[src/rtl/mod12_hour_display_pkg.sv]
// Shared constants and types for the 12-hour display stage:
// seven-segment patterns, hour limit and BCD digit width.
package mod12_hour_display_pkg;

  localparam int unsigned BCD_W = 4;

  typedef logic [BCD_W-1:0] bcd_t;
  typedef logic [6:0]       seg_t;

  typedef enum logic {
    DIG_ONES,
    DIG_TENS
  } digit_sel_e;

  localparam bcd_t HOUR_MAX = 4'd11;

  // Active-high {g,f,e,d,c,b,a}
  localparam seg_t SEG_DIGIT [0:9] = '{
    7'b0111111, 7'b0000110, 7'b1011011, 7'b1001111, 7'b1100110,
    7'b1101101, 7'b1111101, 7'b0000111, 7'b1111111, 7'b1101111
  };

  localparam seg_t SEG_BLANK = 7'b0000000;
  localparam seg_t SEG_DASH  = 7'b1000000;

endpackage

[src/rtl/mod12_hour_display_bcd_to_7seg.sv]
// Combinational BCD to seven-segment lookup with blank and dash overrides.
module bcd_to_7seg
  import mod12_hour_display_pkg::*;
(
  input  logic [BCD_W-1:0] digit,
  input  logic             blank,
  input  logic             dash,
  output logic [6:0]       seg
);

  always_comb begin
    seg = SEG_BLANK;
    if (dash) begin
      seg = SEG_DASH;
    end else if (!blank) begin
      for (int unsigned i = 0; i < 10; i++) begin
        if (digit == bcd_t'(i)) seg = SEG_DIGIT[i];
      end
    end
  end

endmodule

[src/rtl/mod12_hour_display.sv]
// Converts the mod-12 counter value to a 12-hour display with AM/PM tracking,
// illegal-count flag and a two-digit multiplexed seven-segment driver.
module mod12_hour_display
  import mod12_hour_display_pkg::*;
#(
  parameter int unsigned REFRESH_DIV = 4,
  parameter int unsigned CNT_W       = 4
) (
  input  logic             clk,
  input  logic             rst,
  input  logic             load,
  input  logic [CNT_W-1:0] cnt_in,
  output logic [3:0]       hour_tens,
  output logic [3:0]       hour_ones,
  output logic             pm,
  output logic             wrap_pulse,
  output logic             err,
  output logic [6:0]       seg,
  output logic [1:0]       an
);

  localparam int unsigned SCAN_W = $clog2(REFRESH_DIV);
  localparam logic [SCAN_W-1:0] SCAN_LAST = SCAN_W'(REFRESH_DIV - 1);

  logic [CNT_W-1:0]  prev_cnt;
  logic              prev_valid;
  logic [SCAN_W-1:0] scan_cnt;
  digit_sel_e        sel;

  logic       cnt_legal;
  logic       is_wrap;
  bcd_t       map_tens;
  bcd_t       map_ones;
  digit_sel_e sel_next;
  logic       show_tens;
  bcd_t       mux_digit;
  logic       mux_blank;
  logic [6:0] seg_next;

  always_comb begin
    cnt_legal = (cnt_in <= CNT_W'(HOUR_MAX));
    map_tens  = '0;
    map_ones  = bcd_t'(cnt_in);
    if (cnt_in == '0) begin
      map_tens = 4'd1;
      map_ones = 4'd2;
    end else if (cnt_in >= CNT_W'(10)) begin
      map_tens = 4'd1;
      map_ones = bcd_t'(cnt_in - CNT_W'(10));
    end
  end

  // Only an unloaded 11 -> 0 step with a valid history is a real midnight/noon roll.
  assign is_wrap = prev_valid && !load &&
                   (prev_cnt == CNT_W'(HOUR_MAX)) && (cnt_in == '0);

  always_comb begin
    sel_next = sel;
    if (scan_cnt == SCAN_LAST) begin
      sel_next = (sel == DIG_ONES) ? DIG_TENS : DIG_ONES;
    end
    show_tens = (sel_next == DIG_TENS);
    mux_digit = show_tens ? hour_tens : hour_ones;
    mux_blank = show_tens && (hour_tens == '0);
  end

  bcd_to_7seg u_seg (
    .digit (mux_digit),
    .blank (mux_blank),
    .dash  (err),
    .seg   (seg_next)
  );

  always_ff @(posedge clk) begin
    if (rst) begin
      prev_cnt   <= '0;
      prev_valid <= 1'b0;
      hour_tens  <= 4'd1;
      hour_ones  <= 4'd2;
      pm         <= 1'b0;
      wrap_pulse <= 1'b0;
      err        <= 1'b0;
      scan_cnt   <= '0;
      sel        <= DIG_ONES;
      an         <= 2'b01;
      seg        <= SEG_DIGIT[2];
    end else begin
      prev_cnt   <= cnt_in;
      prev_valid <= 1'b1;
      err        <= !cnt_legal;
      if (cnt_legal) begin
        hour_tens <= map_tens;
        hour_ones <= map_ones;
      end
      wrap_pulse <= is_wrap;
      if (is_wrap) pm <= !pm;

      scan_cnt <= (scan_cnt == SCAN_LAST) ? '0 : scan_cnt + 1'b1;
      sel      <= sel_next;
      an       <= (sel_next == DIG_TENS) ? 2'b10 : 2'b01;
      seg      <= seg_next;
    end
  end

endmodule

[config.mk]
export PLATFORM = sky130hd
export DESIGN_NAME = mod12_hour_display
export DESIGN_NICKNAME = d
export VERILOG_FILES = /design/src/rtl/mod12_hour_display_pkg.sv /design/src/rtl/mod12_hour_display_bcd_to_7seg.sv /design/src/rtl/mod12_hour_display.sv
export SDC_FILE = /design/constraint.sdc
export NUM_CORES = 1
export LEC_CHECK = 0
export CORE_MARGIN = 2
export CORE_UTILIZATION = 46
export DETAILED_ROUTE_END_ITERATION = 8
export PLACE_DENSITY_LB_ADDON = 0.08
export REMOVE_ABC_BUFFERS = 1
export SYNTH_ARGS = -nofsm -noshare
export SYNTH_HDL_FRONTEND = slang
export SYNTH_SLANG_ARGS = --single-unit
[constraint.sdc]
create_clock -name clk -period 1.5 [get_ports clk]
set_input_delay 0.225 -clock clk [delete_from_list [all_inputs] [get_ports clk]]
set_output_delay 0.225 -clock clk [all_outputs]
set_load 0.05 [all_outputs]
==> results.yml <==
detailed_routing:
  vias: 847
  wirelength_mm: 1.96
  ant_nets: 0
  first_pass_iters: 4
  drtIter0Drc: 11
  via_per_inst: 5.10
  post_drt_wl_per_cell_um: 11.8
  drc: 0
logic_synthesis:
  synth_flop_cell: "dfxtp_1"
  seq_area_frac_synth_pct: 47.6
  synthSimpleGateAreaFrac_pct: 17.6
  synth.area.mux_share_pct: 1.12
  synth_compound_area_share_pct: 19.4
  synth-xor-area-share_pct: 1.74
  yosys_warnings: 0
  ys_ff_latch: 24
  syn_avg_cell_area_um2: 9.25
  synthAdderAreaFrac_pct: 2.48
  synth_area_mm2: 0.00101
  synth_cell_types: 43
  synth-edff-count: 0
  synthArstFlopShare_pct: 0
  synthCells: 109
  synth_top_family_by_area: "compound AO/OA/AOI/OAI gates"
layout:
  fin_area_mm2: 0.00140
  n_antenna_cell: 0
  drive_gt1_share_pct: 27.3
  final_util_pct: 69.2
  final_cells: 166
  area_delta_synth_final_pct: 38.8
  n_fill_cell: 177
  nets: 149
job:
  maxCapViolCount: 0
die:
  die_w_um: 50.8
  core_area_mm2: 0.00202
  rows: 16
  die_h_um: 50.8
  pin_count: 27
  design.die.area_mm2: 0.00258
  initial_core_util_pct: 49.9
global_route:
  grt_max_degree: 20
  grt_pass1_vias: 762
  overflow: 0
  antenna_found_initial: 0
  grt_pass1_wl_mm: 3.26
  grt_usage_pct: 16.5
clock_tree:
  cts_resized: 0
  cts_hold_buf: 0
  clockBufferDepth: 2
  post_cts_buffers: 0
  clk_pin_slew_worst_paths_ps: 130
  numCtsBuffers: 3
  clock_latency_ps: 300
  cts_sinks: 24
  cts_root_buf: "clkbuf_4"
  cts_tree: "yes"
  htree_levels: 1
placed_design:
  port_buffers: 23
  gp_congestion: 0.750
  dp_cells: 162
  post_dp_cell_area_mm2: 0.00136
  place_hpwl_mm: 1.50
sta:
  slew_violations: 0
  max_clock_freq_ghz: 0.688
  hold_viol: 0
  rsz0062_at_grt: "false"
  skew_ps: 1.35
  setup_violations: 0
  timing.setup.tns_ps: 0
  period_minus_slack_ps: 1450
  fin_crit_sh_pct: 96.9
pwr:
  p_leak_nw: 0.606
  p_per_area_mw_per_mm2: 1050
  ir_drop_uv: 808
  power_w: 0.00147
worst_hold_path:
  hold_path_class: "reg2reg"
critical_path:
  setup.worst_path.class: "in2reg"
  critPathLaunchType: "input port"
  worstPathMaxFanout: 2
  required_ps: 1700
  crit_path_end_kind: "register"
  arrival_ps: 1660
outcome:
  status: "completed"
-- cells in the final DEF (no fill, tap or decap), types with 3 or more instances in the layout --
| cell type | count |
|---|---|
| clkdlybuf4s50_1 | 6 |
| nor2_1 | 10 |
| inv_1 | 7 |
| clkbuf_4 | 3 |
| buf_12 | 8 |
| conb_1 | 3 |
| a21oi_1 | 7 |
| dfxtp_1 | 24 |
| nor2b_1 | 4 |
| buf_4 | 22 |
| nand2_1 | 7 |
-- state kept, by name, indices dropped and copies added, names as in the netlist --
signal	count
an	2
hour_ones	4
scan_cnt	2
prev_valid	1
prev_cnt	4
hour_tens	1
seg	7
err	1
wrap_pulse	1
pm	1
-- area by class of cell --
cell class	count	area [um^2]	share of cell area [%]
sequential	24	480	34.3
multi-input combinational	68	438	31.3
timing repair buffer	36	385	27.5
clock buffer	4	36.3	2.59
tap	27	33.8	2.41
inverter	7	26.3	1.88
-- through the flow --
stage / hold slack [ps] / worst slack (ps)
floorplan: 292 / 35.8
global placement: 416 / -201
detailed placement: 442 / -282
CTS: 460 / 52.0
global route: 488 / 25.0
finish: 452 / 45.8
-- Yosys cell counts, types with 2 or more instances --
library cell  count  area, um^2
dfxtp_1          24         480
nor2_1           10        37.5
a21oi_1           7        35.0
inv_1             7        26.3
nand2_1           7        26.3
buf_4             4        30.0
nor2b_1           4        25.0
buf_2             3        15.0
clkbuf_1          3        11.3
a31o_1            2        17.5
a31oi_1           2        12.5
ha_1              2        25.0
nor3b_1           2        15.0
o2111ai_1         2        17.5
o21ai_0           2        10.0
-- critical path, cell delays in order --
cell and delay [ps]:
clkdlybuf4s50_1 440, or3b_2 510, nor3_2 140, mux2_1 340
-- final timing paths --
kind                                   from           to  slack (ps)  depth (start not counted)
worst max-delay path              cnt_in[2]           pm          50                          4
worst min-delay path            scan_cnt[0]  scan_cnt[0]         450                          1
worst max register to register   prev_valid           pm         140                          3
worst min register to register  scan_cnt[0]  scan_cnt[0]         450                          1
-- power by group --
group          switching (W)  internal [W]  total (W)
clock               0.000184      0.000148   0.000332
combinational       0.000252      0.000174   0.000426
sequential         0.0000265      0.000688   0.000714
total               0.000463       0.00101    0.00147
-- routing by layer --
metal	share of wire (%)	routed length (um)	track usage [%]
met1	46	902	21.3
met2	48	941	27.4
met3	5.2	101	3.51
met4	0.77	15	5.41
met5	0	0	0
-- logic make-up (layout without fill, tap and decap cells) --
group                    Yosys count  count (layout)
adder cells (fa/ha/maj)            2               2
flip-flops                        24              24
buffers and inverters             19              47
other                              1               3
XOR/XNOR                           2               2
multiplexers                       1               1
AO/OA/AOI/OAI                     27              27
AND/OR/NAND/NOR                   33              33
Note: power is estimated with default switching activity, not from simulation.
